**src/rtl/inst_fetch_queue_if.sv**
```systemverilog
// Fetch-to-decode bundle for the instruction fetch queue: enqueue pair, dequeue pair and flush.
// Handshake: a fetch pair is taken at a clock edge when enq_ready=1 and flush=0; the dequeue
// pair presented on deq_* is consumed at a clock edge when deq_pause=0 and flush=0.
interface inst_fetch_queue_if;
    logic        flush;
    logic        enq_valid_0;
    logic        enq_valid_1;
    logic [31:0] enq_inst_0;
    logic [31:0] enq_inst_1;
    logic [31:0] enq_pc_0;
    logic [31:0] enq_pc_1;
    logic        enq_ready;
    logic        deq_pause;
    logic        deq_valid_0;
    logic        deq_valid_1;
    logic [31:0] deq_inst_0;
    logic [31:0] deq_inst_1;
    logic [31:0] deq_pc_0;
    logic [31:0] deq_pc_1;

    modport master (
        output flush, enq_valid_0, enq_valid_1, enq_inst_0, enq_inst_1, enq_pc_0, enq_pc_1,
        output deq_pause,
        input  enq_ready, deq_valid_0, deq_valid_1, deq_inst_0, deq_inst_1, deq_pc_0, deq_pc_1
    );

    modport slave (
        input  flush, enq_valid_0, enq_valid_1, enq_inst_0, enq_inst_1, enq_pc_0, enq_pc_1,
        input  deq_pause,
        output enq_ready, deq_valid_0, deq_valid_1, deq_inst_0, deq_inst_1, deq_pc_0, deq_pc_1
    );
endinterface

```
**src/rtl/inst_fetch_queue.sv**
```systemverilog
// 2-wide circular instruction FIFO between fetch and decode, with compaction and flush.
// Optional IQ_PERF_CNT_EN adds saturating full/empty cycle counters.
module inst_fetch_queue #(
    parameter int  DEPTH = 16,
    localparam int PTR_W = $clog2(DEPTH)
) (
    input  logic        clk,
    input  logic        rst,
`ifdef IQ_PERF_CNT_EN
    output logic [31:0] perf_full_cnt,
    output logic [31:0] perf_empty_cnt,
`endif
    inst_fetch_queue_if.slave bus
);

    logic [PTR_W-1:0] r_head;
    logic [PTR_W-1:0] r_tail;
    logic [PTR_W:0]   r_count;
    logic [31:0]      r_inst [DEPTH];
    logic [31:0]      r_pc   [DEPTH];

    logic [PTR_W-1:0] w_head_p1;
    logic [PTR_W-1:0] w_tail_p1;
    logic [PTR_W:0]   w_count_next;
    logic             w_enq_ready;
    logic             w_enq_fire;
    logic             w_deq_fire;
    logic             w_deq_valid_0;
    logic             w_deq_valid_1;
    logic [1:0]       w_n_enq;
    logic [1:0]       w_n_deq;

    // Readiness looks only at the registered count so fetch never depends on decode timing.
    assign w_enq_ready   = (r_count <= (PTR_W+1)'(DEPTH - 2));
    assign w_enq_fire    = w_enq_ready && !bus.flush;
    assign w_deq_fire    = !bus.deq_pause && !bus.flush;
    assign w_deq_valid_0 = (r_count != '0);
    assign w_deq_valid_1 = (r_count >= (PTR_W+1)'(2));

    assign w_n_enq = w_enq_fire ? ({1'b0, bus.enq_valid_0} + {1'b0, bus.enq_valid_1}) : 2'd0;
    assign w_n_deq = w_deq_fire ? ({1'b0, w_deq_valid_0} + {1'b0, w_deq_valid_1}) : 2'd0;

    assign w_head_p1    = r_head + PTR_W'(1);
    assign w_tail_p1    = r_tail + PTR_W'(1);
    assign w_count_next = r_count + (PTR_W+1)'(w_n_enq) - (PTR_W+1)'(w_n_deq);

    always_ff @(posedge clk) begin
        if (rst || bus.flush) begin
            r_head  <= '0;
            r_tail  <= '0;
            r_count <= '0;
        end else begin
            r_head  <= r_head + PTR_W'(w_n_deq);
            r_tail  <= r_tail + PTR_W'(w_n_enq);
            r_count <= w_count_next;
        end
    end

    // A lone slot-1 instruction is compacted into the tail entry so the queue stays dense.
    always_ff @(posedge clk) begin
        if (w_enq_fire) begin
            if (bus.enq_valid_0) begin
                r_inst[r_tail] <= bus.enq_inst_0;
                r_pc[r_tail]   <= bus.enq_pc_0;
                if (bus.enq_valid_1) begin
                    r_inst[w_tail_p1] <= bus.enq_inst_1;
                    r_pc[w_tail_p1]   <= bus.enq_pc_1;
                end
            end else if (bus.enq_valid_1) begin
                r_inst[r_tail] <= bus.enq_inst_1;
                r_pc[r_tail]   <= bus.enq_pc_1;
            end
        end
    end

    assign bus.enq_ready   = w_enq_ready;
    assign bus.deq_valid_0 = w_deq_valid_0;
    assign bus.deq_valid_1 = w_deq_valid_1;
    assign bus.deq_inst_0  = r_inst[r_head];
    assign bus.deq_pc_0    = r_pc[r_head];
    assign bus.deq_inst_1  = r_inst[w_head_p1];
    assign bus.deq_pc_1    = r_pc[w_head_p1];

`ifdef IQ_PERF_CNT_EN
    logic [31:0] r_perf_full;
    logic [31:0] r_perf_empty;

    // Only reset clears these; a flush is a normal pipeline event and must not hide history.
    always_ff @(posedge clk) begin
        if (rst) begin
            r_perf_full  <= '0;
            r_perf_empty <= '0;
        end else begin
            if (!w_enq_ready && (r_perf_full != '1)) begin
                r_perf_full <= r_perf_full + 32'd1;
            end
            if ((r_count == '0) && (r_perf_empty != '1)) begin
                r_perf_empty <= r_perf_empty + 32'd1;
            end
        end
    end

    assign perf_full_cnt  = r_perf_full;
    assign perf_empty_cnt = r_perf_empty;
`endif

endmodule

```
**src/flat_wrapper.sv**
```systemverilog
// flat-port wrapper written by rule: the top's interface ports become plain ports
module inst_fetch_queue_flat 
#(
    parameter int  DEPTH = 16,
    localparam int PTR_W = $clog2(DEPTH)
)
  (clk, rst, bus_flush, bus_enq_valid_0, bus_enq_valid_1, bus_enq_inst_0, bus_enq_inst_1, bus_enq_pc_0, bus_enq_pc_1, bus_deq_pause, bus_enq_ready, bus_deq_valid_0, bus_deq_valid_1, bus_deq_inst_0, bus_deq_inst_1, bus_deq_pc_0, bus_deq_pc_1);
  inst_fetch_queue_if bus_i ();
  input  logic clk;
  input  logic rst;
  input wire logic [$bits(bus_i.flush)-1:0] bus_flush;
  input wire logic [$bits(bus_i.enq_valid_0)-1:0] bus_enq_valid_0;
  input wire logic [$bits(bus_i.enq_valid_1)-1:0] bus_enq_valid_1;
  input wire logic [$bits(bus_i.enq_inst_0)-1:0] bus_enq_inst_0;
  input wire logic [$bits(bus_i.enq_inst_1)-1:0] bus_enq_inst_1;
  input wire logic [$bits(bus_i.enq_pc_0)-1:0] bus_enq_pc_0;
  input wire logic [$bits(bus_i.enq_pc_1)-1:0] bus_enq_pc_1;
  input wire logic [$bits(bus_i.deq_pause)-1:0] bus_deq_pause;
  output wire logic [$bits(bus_i.enq_ready)-1:0] bus_enq_ready;
  output wire logic [$bits(bus_i.deq_valid_0)-1:0] bus_deq_valid_0;
  output wire logic [$bits(bus_i.deq_valid_1)-1:0] bus_deq_valid_1;
  output wire logic [$bits(bus_i.deq_inst_0)-1:0] bus_deq_inst_0;
  output wire logic [$bits(bus_i.deq_inst_1)-1:0] bus_deq_inst_1;
  output wire logic [$bits(bus_i.deq_pc_0)-1:0] bus_deq_pc_0;
  output wire logic [$bits(bus_i.deq_pc_1)-1:0] bus_deq_pc_1;
  assign bus_i.flush = bus_flush;
  assign bus_i.enq_valid_0 = bus_enq_valid_0;
  assign bus_i.enq_valid_1 = bus_enq_valid_1;
  assign bus_i.enq_inst_0 = bus_enq_inst_0;
  assign bus_i.enq_inst_1 = bus_enq_inst_1;
  assign bus_i.enq_pc_0 = bus_enq_pc_0;
  assign bus_i.enq_pc_1 = bus_enq_pc_1;
  assign bus_i.deq_pause = bus_deq_pause;
  assign bus_enq_ready = bus_i.enq_ready;
  assign bus_deq_valid_0 = bus_i.deq_valid_0;
  assign bus_deq_valid_1 = bus_i.deq_valid_1;
  assign bus_deq_inst_0 = bus_i.deq_inst_0;
  assign bus_deq_inst_1 = bus_i.deq_inst_1;
  assign bus_deq_pc_0 = bus_i.deq_pc_0;
  assign bus_deq_pc_1 = bus_i.deq_pc_1;
  inst_fetch_queue #(.DEPTH(DEPTH)) u_core (.clk(clk), .rst(rst), .bus(bus_i));
endmodule
```
**config.mk**
```make
export PLATFORM = sky130hd
export DESIGN_NAME = inst_fetch_queue_flat
export DESIGN_NICKNAME = d
export VERILOG_FILES = /design/src/rtl/inst_fetch_queue_if.sv /design/src/rtl/inst_fetch_queue.sv /design/src/flat_wrapper.sv
export SDC_FILE = /design/constraint.sdc
export NUM_CORES = 2
export LEC_CHECK = 0
export ABC_AREA = 1
export BUFFER_PORTS_ARGS = -buffer_cell sky130_fd_sc_hd__buf_4
export CAP_MARGIN = 20
export CELL_PAD_IN_SITES_DETAIL_PLACEMENT = 2
export CELL_PAD_IN_SITES_GLOBAL_PLACEMENT = 2
export CORE_MARGIN = 1
export CORE_UTILIZATION = 34
export CTS_CLUSTER_DIAMETER = 200
export DETAILED_ROUTE_END_ITERATION = 6
export GPL_ROUTABILITY_DRIVEN = 0
export PLACE_DENSITY = 0.89
export SLEW_MARGIN = 20
export SYNTH_ARGS = -nofsm -noshare
export SYNTH_HDL_FRONTEND = slang
export SYNTH_SLANG_ARGS = --single-unit
```
**constraint.sdc**
```tcl
create_clock -name clk -period 3.2 [get_ports clk]
set_input_delay 0.16 -clock clk [delete_from_list [all_inputs] [get_ports clk]]
set_output_delay 0.16 -clock clk [all_outputs]
set_load 0.02 [all_outputs]
```
==> metrics, run 1 <==
syn_nets=approximately 9300; WEP type=top-level output; Synth Area in Compound Gates=about 13%; Die X=roughly 450 um; cell count after synthesis=~9100; Yosys cell types=30; simple-gate share of the synthesized area=approximately a third; Die H=453 um; DP HPWL=~220000 um; number of I/O pins=roughly 270; Ys Warns=0; overall routing resource usage=just under 80%; Post-Place Cell Area=approximately 74000 um^2; syn avg cell area=7.58 um^2; status=aborted with a tool error; Rows=165; worst_ep grt=bus_deq_inst_1[2]; Log Error=[ERROR GRT-0232] Routing congestion too high. Check the congestion heatmap in the GUI.; Port-buffer cells=about 260; grt ovf=about 190; Clock Sinks=1037; Yosys reg bits=around 1000; synth top area cells=edfxtp_1 44%, nand3_1 18%, nand2_1 12%; H-tree levels=4; Failed at=5_1_grt; Root Buffer=clkbuf_16; Yosys top cell area share=between 40% and 50%; Max clock buf depth=3; sequential share of the synthesized area=approximately 45%; pre-CTS setup slack=-0.155 ns; mux share of post-synthesis cell area=0%; initial antenna violation count=around 140; Starting Density=between 30 and 40%; largest family of logic cells by synthesized area=simple AND/OR/NAND/NOR gates; largest net degree at the start of global routing=117; adder-cell area share of the yosys netlist=less than 1%; leading area contributor after synthesis=edfxtp_1; Num CTS Buffers=between 100 and 150; Post-Synth XOR/XNOR Area=less than 1%; Mapped Area=~69000 um^2
stage by stage:
stage               std cells  hold WS (ns)
CTS                     11683      0.000832
detailed placement      11335         0.560
global placement        11335         0.494
floorplan                9112         0.364
timing repair:
action                                 in CTS
hold buffers                               77
gates resized for setup                   140
pin swaps                                  11
setup endpoints to repair                 192
buffers inserted                           14
gates cloned                               29
endpoints found under the hold margin    1030
Yosys cell counts, drive strengths merged:
library cell and number:
ha 18, xor2 2, edfxtp 1024, clkinv 1
nor3b 2, inv 527, a31oi 18, dfxtp 13
o211ai 435, clkbuf 440, nand4 102, buf 586
xnor2 2, nand2 2169, fa 4, nor2 248
o21ai 599, o31ai 1, or2 2, nand3 2421
a21oi 498
logic make-up after synthesis:
| logic type | Yosys count |
|---|---|
| simple gates | 4944 |
| buf+inv | 1554 |
| compound gates | 1551 |
| xor+xnor | 4 |
| flops | 1037 |
| fa+ha+maj | 22 |
metal layers:
layer / global-route usage [%] / GRT overflow
met4: 73.4 / 99
met2: 87.3 / 72
met3: 72.7 / 8
met1: 75.0 / 7
met5: 60.3 / 1
==> inputs of run 2 (changes only) <==
--- a/config.mk
+++ b/config.mk
@@ -8,14 +8,11 @@
 export ABC_AREA = 1
 export BUFFER_PORTS_ARGS = -buffer_cell sky130_fd_sc_hd__buf_4
 export CAP_MARGIN = 20
-export CELL_PAD_IN_SITES_DETAIL_PLACEMENT = 2
-export CELL_PAD_IN_SITES_GLOBAL_PLACEMENT = 2
 export CORE_MARGIN = 1
-export CORE_UTILIZATION = 34
-export CTS_CLUSTER_DIAMETER = 200
+export CORE_UTILIZATION = 40
 export DETAILED_ROUTE_END_ITERATION = 6
 export GPL_ROUTABILITY_DRIVEN = 0
-export PLACE_DENSITY = 0.89
+export PLACE_DENSITY_LB_ADDON = 0.15
 export SLEW_MARGIN = 20
 export SYNTH_ARGS = -nofsm -noshare
 export SYNTH_HDL_FRONTEND = slang
==> constraint.sdc (replaced) <==
create_clock -name clk -period 4.2 [get_ports clk]
set_input_delay 0.21 -clock clk [delete_from_list [all_inputs] [get_ports clk]]
set_output_delay 0.21 -clock clk [all_outputs]
set_load 0.02 [all_outputs]
==> metrics, run 2 <==
Slew HR=20.4%; Most used DFF post-synth=edfxtp_1; final core utilization=roughly 45%; Ys Warns=0 (unchanged); grt ovf=0; Worst Path Required=~4 ns; Crit Reg-Reg Startpoint=u_core.r_count[2]; cell count after synthesis=9112 (unchanged); worst hold path class=input port to flop; Crit Path Class=flop to primary output; hold depth=5; asr flop ratio synth=0% (unchanged); Rows=152 (-7.9%); Die X=418 um (-7.8%); Port-buffer cells=264 (unchanged); Largest regs=u_core.r_inst (512), u_core.r_pc (512), u_core.r_count (5); number of global-route vias before repair=about 65000; DR DRC count=0; Post-DRT Antenna Nets=0; overall routing resource usage=about a third; most common cell after layout, fill and taps aside=nand3_1; Power, Total=around 32 mW; nets@finish=between 8000 and 9000; Sequential Power Share=37.1%; initial antenna violation count=9; Slowest-stage cell, CP=buf_4; commonest non-fill, non-tap cells in the layout=2420 x nand3_1, 2151 x nand2_1, 1024 x edfxtp_1; Yosys reg bits=1037 (unchanged); Max clock buf depth=3 (unchanged); Post-Place Cell Area=72000 um^2 (-2.8%); First-pass DRT Iterations=7; Mapped Area=69100 um^2 (unchanged); leakage power=around 32 nW; max-slew violations=0; Min-Delay Endpoint=u_core.r_head[0]; area occupied by multi-input gates=~32000 um^2; Reg clk slew, reported paths=around 0.06 ns; most common cell in the netlist=nand3_1; commonest cells in the netlist=2420 x nand3_1, 2169 x nand2_1, 1024 x edfxtp_1, 556 x o21ai_0, 518 x inv_1; layout cells sized above 1=a little over 8%; CP cell instances=nand2_4, clkinv_2, buf_4, nand3_1, nand2_1, a31oi_1, nand2_1, nand2_1, buf_4; unrepaired setup endpoints after global routing=no; Gate power share=around 30%; Filler cells=between 15000 and 20000; synth top area cells=edfxtp_1 44%, nand3_1 18%, nand2_1 12%; syn avg cell area=7.58 um^2 (unchanged); H-tree levels=3 (-1); Yosys cell types=30 (unchanged); Design Area, Final=about 76000 um^2; Critical Path Sink Type=primary output; CTS tree=yes; critical path arrival=just under 4 ns; CP most frequent cell=nand2_1; Crit path depth=9; worst slew pin tran=1.19 ns; clock share of power=between 30% and 40%; Starting Density=40.3% (+6.1 points); Switch Pwr=11.3 mW; Num CTS Buffers=120 (-8.4%); switching share of power=about 36%; sequential share of the synthesized area=44.9% (unchanged); Worst R2R Path Depth=8; reg-to-reg endpoint=u_core.r_inst[0][3]; Root Buffer=clkbuf_16; syn_nets=9268 (unchanged); Clock Sinks=1037 (unchanged); pwr/cell area=415 nW/um^2; Fin Hold WS=approximately 0.065 ns; fmax=about 240 MHz; # setup viols final=0; number of I/O pins=265 (unchanged); worst vdd ir=between 0.3 and 0.4 mV; routed length per instance=28.4 um; worst-path fanout max=37; r2r setup slk=~0.77 ns; Worst Path Buf+Inv=3; DP HPWL=162000 um (-27%); Final Hold Fails=0; Iteration-0 DRC Markers=roughly 11000; Seq. cell area=just over 30000 um^2; Post-synth EDFFs=1024 (unchanged); crit path time final=between 4 and 5 ns; CTS-repair resized insts=0 (-100%); Pint=a little over 20 mW; clk_skew=approximately 0.034 ns; synth-to-layout area growth=10.6%; startpoint types=flop; max_cap viols=0; worst hold path startpoint=bus_deq_pause; CORE AREA=roughly 170000 um^2; WL final=approximately 320000 um; status=finished, final reports clean; vias=70919; setup_tns=0 ns; max incr delay on CP=0.91 ns; Yosys top cell area share=44.5% (unchanged); worst-skew pair later-pin latency=0.81 ns; delay-heaviest family, CP=buffers and inverters; largest net degree at the start of global routing=between 200 and 300; crit share post-route=between 90% and 100%; die area=174000 um^2; vias per inst=6.37; first-pass GRT wire length=450000 um; leading area contributor after synthesis=edfxtp_1; Die H=418 um (-7.8%)
-- run 2: cell counts after synthesis --
Identical to the previous run, type by type.
-- run 2: power by group through the flow --
| stage | Combinational, mW | Clock [mW] | Sequential, mW |
|---|---|---|---|
| 4_1_cts | 9.22 | 10.6 | 11.8 |
| 2_1_floorplan | 6.14 | 0 | 12.0 |
| 5_1_grt | 10.1 | 10.9 | 11.8 |
| 3_5_place_dp | 9.14 | 0 | 12.0 |
| 6_report | 9.41 | 10.5 | 11.8 |
| 3_3_place_gp | 8.98 | 0 | 12.0 |
-- run 2: what timing repair did --
item | CTS | global route
setup endpoints to repair | 0 | 0
hold buffers | 65 | 0
endpoints found under the hold margin | 1029 | 0
setup buffers | 0 | 0
-- run 2: tightest hold or removal path: stages --
cell	delay (ns)
buf_4	0.15
nor3b_1	0.11
ha_1	0.28
inv_1	0.04
nor2_1	0.03
-- run 2: layer usage --
metal	up-vias	global-route usage, %	share of wire (%)
li1	30912	-	-
met1	33829	46.0	37
met4	14	18.5	5.8
met2	5161	54.8	44
met5	-	0	0.027
met3	1003	6.21	12
-- run 2: cell families after synthesis --
kind of cell | synth area share [%]
compound gates | 12.8
xor+xnor | 0.0507
fa+ha+maj | 0.442
buf+inv | 9.61
flops | 44.9
simple gates | 32.2
-- run 2: how the worst max path moves through the flow --
stage	slack, ns	start	endpoint
2_1_floorplan	0.85	u_core.r_count[4]	u_core.r_inst[0][0]
3_3_place_gp	0.95	u_core.r_count[4]	u_core.r_inst[0][3]
3_5_place_dp	0.88	u_core.r_count[3]	u_core.r_count[4]
4_1_cts	0.19	u_core.r_head[1]	bus_deq_pc_0[25]
5_1_grt	0.11	u_core.r_head[1]	bus_deq_pc_0[1]
6_report	0.05	u_core.r_head[1]	bus_deq_pc_0[25]
-- run 2: stage by stage --
step | instances | setup WS, ns
floorplan | 9112 | 0.851
detailed placement | 10848 | 0.875
global route | 11128 | 0.111
global placement | 10848 | 0.948
CTS | 11127 | 0.192
finish | 11131 | 0.0455
-- run 2: area by class of cell --
| cell class | count | area share [%] |
|---|---|---|
| repair buffers | 517 | 6.45 |
| clock inverters | 70 | 0.812 |
| diodes | 4 | 0.0131 |
| multi-input cells | 6521 | 41.6 |
| inverters | 528 | 2.66 |
| clock buffers | 144 | 4.08 |
| flip-flops and latches | 1037 | 40.6 |
| well taps | 2310 | 3.78 |
Power figures use the tool's default switching activity.
